===== config.mk =====
export PLATFORM = sky130hd
export DESIGN_NAME = song_reader_flat
export DESIGN_NICKNAME = d
export VERILOG_FILES = /design/src/rtl/song_reader_pkg.sv /design/src/rtl/song_reader_if.sv /design/src/rtl/song_reader_rom.sv /design/src/rtl/song_reader.sv /design/src/flat_wrapper.sv
export SDC_FILE = /design/constraint.sdc
export NUM_CORES = 1
export LEC_CHECK = 0
export BUFFER_PORTS_ARGS = -buffer_cell sky130_fd_sc_hd__buf_2
export CAP_MARGIN = 0
export CORE_MARGIN = 1
export CORE_UTILIZATION = 50
export CTS_CLUSTER_DIAMETER = 80
export DETAILED_ROUTE_END_ITERATION = 12
export HOLD_SLACK_MARGIN = 0.03
export PLACE_DENSITY_LB_ADDON = 0.15
export REMOVE_ABC_BUFFERS = 1
export SYNTH_ARGS = -nofsm -noshare
export SYNTH_HDL_FRONTEND = slang
export SYNTH_SLANG_ARGS = --single-unit

===== constraint.sdc =====
create_clock -name clk -period 10.2 [get_ports clk]
set_input_delay 2.04 -clock clk [delete_from_list [all_inputs] [get_ports clk]]
set_output_delay 2.04 -clock clk [all_outputs]
set_load 0.1 [all_outputs]

===== src/rtl/song_reader_pkg.sv =====
`default_nettype none
// +--------------------------------------------------------------------+
// | song_reader_pkg : shared sizes, FSM encoding and song table  r1.0   |
// +--------------------------------------------------------------------+
package song_reader_pkg;

  localparam int IDX_W  = 5;
  localparam int NOTE_W = 6;
  localparam int DUR_W  = 6;

  localparam logic [DUR_W-1:0] END_DUR = '0;

  typedef enum logic [2:0] {
    IDLE      = 3'd0,
    FETCH     = 3'd1,
    WAIT_ROM  = 3'd2,
    WAIT_NOTE = 3'd3,
    END       = 3'd4
  } state_t;

  // Built-in song table, packed as {pitch, duration}; duration 0 ends a song.
  function automatic logic [NOTE_W+DUR_W-1:0] song_word(input int song, input int idx);
    logic [NOTE_W-1:0] n;
    logic [DUR_W-1:0]  d;
    n = '0;
    d = END_DUR;
    case (song)
      0: case (idx)
           0: begin n = 6'd12; d = 6'd8; end
           1: begin n = 6'd20; d = 6'd3; end
           2: begin n = 6'd7;  d = 6'd5; end
           default: ;
         endcase
      1: case (idx)
           0: begin n = 6'd30; d = 6'd2; end
           1: begin n = 6'd0;  d = 6'd4; end
           2: begin n = 6'd45; d = 6'd1; end
           default: ;
         endcase
      2: begin
           n = NOTE_W'(idx + 1);
           d = DUR_W'((idx % 7) + 1);
         end
      3: case (idx)
           0: begin n = 6'd33; d = 6'd9; end
           1: begin n = 6'd17; d = 6'd6; end
           default: ;
         endcase
      default: ;
    endcase
    return {n, d};
  endfunction

endpackage
`default_nettype wire


===== src/rtl/song_reader_if.sv =====
`default_nettype none
// +--------------------------------------------------------------------+
// | song_reader_if : control-FSM / note-player side bundle       r1.0   |
// +--------------------------------------------------------------------+
interface song_reader_if #(
  parameter int NOTE_W = song_reader_pkg::NOTE_W,
  parameter int DUR_W  = song_reader_pkg::DUR_W
);
  logic              play;
  logic [1:0]        song;
  logic              reset_play;
  logic              note_done;
  logic              new_note;
  logic [NOTE_W-1:0] note;
  logic [DUR_W-1:0]  duration;
  logic              song_done;

  modport master (
    output play, song, reset_play, note_done,
    input  new_note, note, duration, song_done
  );

  modport slave (
    input  play, song, reset_play, note_done,
    output new_note, note, duration, song_done
  );
endinterface
`default_nettype wire


===== src/rtl/song_reader_rom.sv =====
`default_nettype none
// +--------------------------------------------------------------------+
// | song_rom : 4-song note table, registered output, 1-cycle read r1.0 |
// +--------------------------------------------------------------------+
module song_rom #(
  parameter int IDX_W  = song_reader_pkg::IDX_W,
  parameter int NOTE_W = song_reader_pkg::NOTE_W,
  parameter int DUR_W  = song_reader_pkg::DUR_W
) (
  input  wire logic                    clk,
  input  wire logic [IDX_W+1:0]        addr,
  output      logic [NOTE_W+DUR_W-1:0] data
);
  import song_reader_pkg::*;

  always_ff @(posedge clk) begin
    data <= (NOTE_W+DUR_W)'(song_word(int'(addr[IDX_W+1:IDX_W]), int'(addr[IDX_W-1:0])));
  end
endmodule
`default_nettype wire


===== src/rtl/song_reader.sv =====
`default_nettype none
// +--------------------------------------------------------------------+
// | song_reader : walks a song's note table, hands notes to player r1.0 |
// | SONG_LOOP_EN : restart the song after song_done instead of parking  |
// +--------------------------------------------------------------------+
module song_reader #(
  parameter int IDX_W  = song_reader_pkg::IDX_W,
  parameter int NOTE_W = song_reader_pkg::NOTE_W,
  parameter int DUR_W  = song_reader_pkg::DUR_W
) (
  input wire logic   clk,
  input wire logic   reset,
  song_reader_if.slave bus
);
  import song_reader_pkg::*;

`ifdef SONG_LOOP_EN
  localparam state_t AFTER_END = IDLE;
  localparam bit     LOOP      = 1'b1;
`else
  localparam state_t AFTER_END = END;
  localparam bit     LOOP      = 1'b0;
`endif

  state_t                    state;
  logic [IDX_W-1:0]          idx;
  logic [IDX_W+1:0]          rom_addr;
  logic [NOTE_W+DUR_W-1:0]   rom_data;
  logic [NOTE_W-1:0]         rom_note;
  logic [DUR_W-1:0]          rom_dur;

  // song is part of the address, so a song change lands on the next fetch
  assign rom_addr = {bus.song, idx};
  assign rom_note = rom_data[NOTE_W+DUR_W-1:DUR_W];
  assign rom_dur  = rom_data[DUR_W-1:0];

  song_rom #(.IDX_W(IDX_W), .NOTE_W(NOTE_W), .DUR_W(DUR_W)) u_rom (
    .clk  (clk),
    .addr (rom_addr),
    .data (rom_data)
  );

  always_ff @(posedge clk) begin
    if (reset) begin
      state         <= IDLE;
      idx           <= '0;
      bus.new_note  <= 1'b0;
      bus.song_done <= 1'b0;
      bus.note      <= '0;
      bus.duration  <= '0;
    end else if (bus.reset_play) begin
      state         <= IDLE;
      idx           <= '0;
      bus.new_note  <= 1'b0;
      bus.song_done <= 1'b0;
    end else begin
      bus.new_note  <= 1'b0;
      bus.song_done <= 1'b0;
      case (state)
        IDLE: if (bus.play) state <= FETCH;
        FETCH: state <= WAIT_ROM;
        WAIT_ROM: begin
          if (rom_dur == END_DUR) begin
            bus.song_done <= 1'b1;
            state         <= AFTER_END;
            if (LOOP) idx <= '0;
          end else begin
            bus.note     <= rom_note;
            bus.duration <= rom_dur;
            bus.new_note <= 1'b1;
            state        <= WAIT_NOTE;
          end
        end
        WAIT_NOTE: begin
          if (bus.note_done) begin
            // last slot of the region: end here rather than wrap into the next song
            if (idx == '1) begin
              bus.song_done <= 1'b1;
              state         <= AFTER_END;
              if (LOOP) idx <= '0;
            end else begin
              idx   <= idx + 1'b1;
              state <= IDLE;
            end
          end
        end
        END: state <= END;
        default: state <= IDLE;
      endcase
    end
  end
endmodule
`default_nettype wire


===== src/flat_wrapper.sv =====
// flat-port wrapper written by rule: the top's interface ports become plain ports
module song_reader_flat import song_reader_pkg::*;
#(
  parameter int IDX_W  = song_reader_pkg::IDX_W,
  parameter int NOTE_W = song_reader_pkg::NOTE_W,
  parameter int DUR_W  = song_reader_pkg::DUR_W
)
  (clk, reset, bus_play, bus_song, bus_reset_play, bus_note_done, bus_new_note, bus_note, bus_duration, bus_song_done);
  song_reader_if #(.NOTE_W(NOTE_W), .DUR_W(DUR_W)) bus_i ();
  input wire logic clk;
  input wire logic reset;
  input wire logic [$bits(bus_i.play)-1:0] bus_play;
  input wire logic [$bits(bus_i.song)-1:0] bus_song;
  input wire logic [$bits(bus_i.reset_play)-1:0] bus_reset_play;
  input wire logic [$bits(bus_i.note_done)-1:0] bus_note_done;
  output wire logic [$bits(bus_i.new_note)-1:0] bus_new_note;
  output wire logic [$bits(bus_i.note)-1:0] bus_note;
  output wire logic [$bits(bus_i.duration)-1:0] bus_duration;
  output wire logic [$bits(bus_i.song_done)-1:0] bus_song_done;
  assign bus_i.play = bus_play;
  assign bus_i.song = bus_song;
  assign bus_i.reset_play = bus_reset_play;
  assign bus_i.note_done = bus_note_done;
  assign bus_new_note = bus_i.new_note;
  assign bus_note = bus_i.note;
  assign bus_duration = bus_i.duration;
  assign bus_song_done = bus_i.song_done;
  song_reader #(.IDX_W(IDX_W), .NOTE_W(NOTE_W), .DUR_W(DUR_W)) u_core (.clk(clk), .reset(reset), .bus(bus_i));
endmodule

==> summary by stage <==
Die
The number of rows in the core area is 21. 21 I/O pins were placed. The initial utilization of the core area, before any placement, comes to a little over half.

The die outline height is around 63 um. The die is between 60 and 70 um wide. The floorplan die area is between 0.003 and 0.004 mm2. The total area inside the core boundary comes to about 0.0034 mm2.

Status
The flow ran to the end, and the final reports show no timing, DRC or antenna violations.

Clock network
The clock tree from TritonCTS is yes. The maximum root-to-sink buffer count is 2. The insertion delay to the later sink of the worst-skew pair is roughly 0.28 ns. The count of instances resized after the clock tree is built is 0. The depth of the CTS H-tree is 2. Hold repair after CTS inserted 0 buffers. After clock tree synthesis, the clock-pin slew on the worst setup and hold paths is 0.07 ns.

The count of clock tree sinks is 34. TritonCTS created 5 clock buffers. The cell at the root of the clock tree is sky130_fd_sc_hd__clkbuf_8. Once the clock tree was built, the setup fixing pass inserted 0 buffers.

Route
The total DRC errors in the routed layout is 0. After the first detailed-routing iteration, the DRC count stood at between 60 and 70. The first-pass detailed-route iteration total is 4. After detailed routing, the number of vias per cell comes to roughly 5.7. Across all layers, the routed design uses about 1500 vias. The post-detailed-route count of antenna-violating nets is 0. The total wire length is 3760 um.

The routed length per instance is between 10 and 15 um.

Worst setup path
The worst setup path is captured at a flip-flop. In this run the register-to-register setup slack is 6.26 ns. STA puts the critical path data arrival time at around 4.1 ns. The setup path with the least slack is of type reg2reg. Counting cells, the worst reg-to-reg path comes to 12. The critical register-to-register path startpoint is u_core.idx[4]$_SDFFE_PP0P_. On the critical path, the stage with the largest delay is an instance of sky130_fd_sc_hd__dfxtp_1. The most numerous cell type found on the critical path is sky130_fd_sc_hd__ha_1. The kind of start point of the critical path is a flip-flop.

The critical path goes through a21boi_0 -> ha_1 -> a21o_2 -> a211o_1 -> and2_1 -> ha_1 -> a21oi_1 -> mux2_2 -> ha_1 -> or3_1 -> a32oi_1 -> o21ai_0. In this design, the stage delay of the slowest critical-path cell is between 0.6 and 0.7 ns. Of all nets on the critical path, the largest fanout is 15. In this run the critical register-to-register path is captured at u_core.u_rom.data[2]$_DFF_P_. The kind of cell adding the most delay to the critical path is compound AO/OA/AOI/OAI gates. Together, buffers and inverters on the worst path number 0.

The start point of the critical path is u_core.idx[4]$_SDFFE_PP0P_. Following the worst setup path forward leads to its endpoint at u_core.u_rom.data[2]$_DFF_P_. Data on the critical path is required at its endpoint by 10.36 ns.

The critical path runs through a total of 12 cells.

STA
The number of hold violations in the final report is 0. Summed over all failing endpoints, the final setup total negative slack is 0 ns. The transition time at the pin with the least slew margin is 0.714 ns. Dividing the final minimum period by the clock period gives 38.7%. Across the routed clock network, the largest skew measured is slightly below 0.005 ns.

The worst path needs between 3 and 4 ns of the cycle, external delays included. The number of pins with negative max-slew slack in the final report is 0. Setup violations remaining at the end of the flow were counted as 0.

For this run, the top clock speed supported by timing is 254 MHz. Setup repair after global routing left no endpoint under its margin. The worst-case headroom to the max-slew limit is 52.4%.

Synthesis
Synthesis inferred 34 register bits. The total standard cell area after synthesis is ~0.0019 mm2. Counting flops with an async set or reset pin after synthesis yields a share of 0%. The synthesized netlist contains 52 unique library cells.

The proportion of synthesized chip area in sequential cells is a little over a third. The area fraction of the dominant cell type after synthesis is between 30 and 40%. The number of instances in the synthesized netlist is around 200.

Sorting the synthesized cells by area gives the leading types as sky130_fd_sc_hd__dfxtp_1 37%, sky130_fd_sc_hd__mux2i_1 8.1%, sky130_fd_sc_hd__ha_1 5.4%. Yosys mapped a number of flops with a built-in enable equal to 0. Of all cell types, the one taking the most synthesized area is sky130_fd_sc_hd__dfxtp_1. The most used flip-flop cell after synthesis is sky130_fd_sc_hd__dfxtp_1. The total number of yosys warnings is 0.

The average instance in the mapped netlist occupies 9.10 um2.

Placed design
The congestion estimate from routability-driven global placement came to between 0.8 and 0.9. The number of buffers added on ports is 20. The wire-length estimate of the detail-placed layout is ~2800 um.

Worst hold path
The worst hold path was traced through 2 stages. The tightest min-delay check is of the reg2reg type.

GRT
The initial antenna violation count is 0. The first-pass GRT wire length is between 6000 and 7000 um. The number of global-route vias before repair came to 1421. Across every metal layer, demand over resource in global routing totals 20.6%. The largest net degree at the start of global routing is 19. The leftover overflow at the end of global routing is 0.

Flow run
The max-capacitance violation count is 0.

Cells and area
Of the cells placed in the final design, the portion with a size suffix greater than 1 is between 20% and 30%. The number of antenna diodes is 0. The area growth from synthesis to layout is 9.77%. The final net count is ~230.

Power and ir drop
The total power density per cell area is approximately 120 mW/mm2. Summing internal, switching and leakage power gives ~0.25 mW. Across the VDD grid, the largest voltage drop is 0.0521 mV. The reported leakage power is ~0.83 nW.
==> area by class of cell <==
class,count,area [um2]
multi-input cells,154,1090
flip-flops and latches,34,681
fillers,311,1400
repair buffers,20,100
well taps,46,57.6
clock inverters,1,5.00
inverters,4,15.0
clock buffers,7,86.3
==> power breakdown <==
| group | switching, mW | internal [mW] | total, mW |
|---|---|---|---|
| registers | 0.00147 | 0.136 | 0.137 |
| logic | 0.00924 | 0.00506 | 0.0143 |
| clock network | 0.0445 | 0.0543 | 0.0988 |
==> worst min-delay path: stages (launching register included) <==
cell and delay, ns:
sky130_fd_sc_hd__dfxtp_1 0.31, sky130_fd_sc_hd__mux2i_1 0.06, sky130_fd_sc_hd__nor2_1 0.07
==> worst min path at each step <==
stage / slack, ns / end / startpoint
5_1_grt: 0.51 / u_core.bus.note[2]$_SDFFE_PP0P_ / u_core.u_rom.data[8]$_DFF_P_
6_report: 0.47 / u_core.bus.note[1]$_SDFFE_PP0P_ / u_core.u_rom.data[7]$_DFF_P_
4_1_cts: 0.48 / u_core.bus.note[2]$_SDFFE_PP0P_ / u_core.u_rom.data[8]$_DFF_P_
3_3_place_gp: 0.45 / u_core.bus.note[0]$_SDFFE_PP0P_ / u_core.u_rom.data[6]$_DFF_P_
3_5_place_dp: 0.47 / u_core.bus.note[1]$_SDFFE_PP0P_ / u_core.u_rom.data[7]$_DFF_P_
2_1_floorplan: 0.44 / u_core.bus.note[0]$_SDFFE_PP0P_ / u_core.u_rom.data[6]$_DFF_P_
==> metal layers <==
layer / up-vias / share of wire [%] / track usage, %
li1: 758 / - / -
met1: 707 / 46 / 23.8
met5: - / 0 / 0
met2: 32 / 49 / 34.3
met4: 0 / 2.3 / 10.5
met3: 10 / 3.5 / 5.66
==> logic make-up (layout without fill, tap and decap cells) <==
logic type,count (synthesis),in the layout,synth area share (%)
and+or+nand+nor,73,73,21.6
AOI/OAI and AO/OA,47,47,18.4
adders and majority gates,8,8,5.39
muxes,17,17,9.30
DFF,34,34,36.7
buffers and inverters,16,32,4.45
xor gates and xnor gates,9,9,4.25
==> registers in the layout, summed over array words and instances (netlist names) <==
name                  cells
u_core.bus.song_done      1
u_core.bus.duration       6
u_core.u_rom.data        12
u_core.bus.new_note       1
u_core.bus.note           6
u_core.state              3
u_core.idx                5
==> cell usage after synthesis (2+ instances only) <==
| cell | instances |
|---|---|
| sky130_fd_sc_hd__nor4_1 | 2 |
| sky130_fd_sc_hd__o31ai_1 | 3 |
| sky130_fd_sc_hd__o21ai_0 | 8 |
| sky130_fd_sc_hd__a21oi_1 | 11 |
| sky130_fd_sc_hd__nor3_1 | 3 |
| sky130_fd_sc_hd__ha_1 | 8 |
| sky130_fd_sc_hd__and2b_2 | 2 |
| sky130_fd_sc_hd__mux2i_1 | 15 |
| sky130_fd_sc_hd__nand2_1 | 11 |
| sky130_fd_sc_hd__a21boi_0 | 4 |
| sky130_fd_sc_hd__a21o_1 | 2 |
| sky130_fd_sc_hd__nor2b_1 | 6 |
| sky130_fd_sc_hd__a32oi_1 | 2 |
| sky130_fd_sc_hd__and3_1 | 3 |
| sky130_fd_sc_hd__inv_1 | 4 |
| sky130_fd_sc_hd__xnor2_1 | 7 |
| sky130_fd_sc_hd__clkbuf_1 | 6 |
| sky130_fd_sc_hd__a211oi_1 | 2 |
| sky130_fd_sc_hd__buf_2 | 4 |
| sky130_fd_sc_hd__o32ai_1 | 3 |
| sky130_fd_sc_hd__xor2_1 | 2 |
| sky130_fd_sc_hd__mux2_2 | 2 |
| sky130_fd_sc_hd__or3_1 | 4 |
| sky130_fd_sc_hd__nand3_1 | 7 |
| sky130_fd_sc_hd__dfxtp_1 | 34 |
| sky130_fd_sc_hd__nor2_1 | 23 |
==> cell usage in the layout (no fill, tap or decap), types with 2 or more instances in the layout <==
cell	count
sky130_fd_sc_hd__mux2i_1	15
sky130_fd_sc_hd__clkbuf_8	6
sky130_fd_sc_hd__nand2_1	11
sky130_fd_sc_hd__nor3_1	3
sky130_fd_sc_hd__nor4_1	2
sky130_fd_sc_hd__nor2_1	23
sky130_fd_sc_hd__and3_1	3
sky130_fd_sc_hd__a21boi_0	4
sky130_fd_sc_hd__a21o_1	2
sky130_fd_sc_hd__o31ai_1	3
sky130_fd_sc_hd__a211oi_1	2
sky130_fd_sc_hd__o32ai_1	3
sky130_fd_sc_hd__a32oi_1	2
sky130_fd_sc_hd__nor2b_1	6
sky130_fd_sc_hd__o21ai_0	8
sky130_fd_sc_hd__mux2_2	2
sky130_fd_sc_hd__nand3_1	7
sky130_fd_sc_hd__or3_1	4
sky130_fd_sc_hd__buf_2	20
sky130_fd_sc_hd__and2b_2	2
sky130_fd_sc_hd__a21oi_1	11
sky130_fd_sc_hd__xnor2_1	7
sky130_fd_sc_hd__inv_1	4
sky130_fd_sc_hd__ha_1	8
sky130_fd_sc_hd__dfxtp_1	34
sky130_fd_sc_hd__xor2_1	2
==> metrics by stage <==
step                      utilization (%)  hold slack (ns)  instances  instance area (um2)  worst slack, ns
after global routing                 59.2            0.513        266                 2040             6.01
after CTS                            59.2            0.480        266                 2040             6.26
final                                59.2            0.471        266                 2040             6.26
after detailed placement             56.6            0.465        258                 1950             6.29
after global placement               56.6            0.448        258                 1950             6.46
after floorplan                         -            0.441        192                 1790             6.65
(Power assumes the default switching activity.)
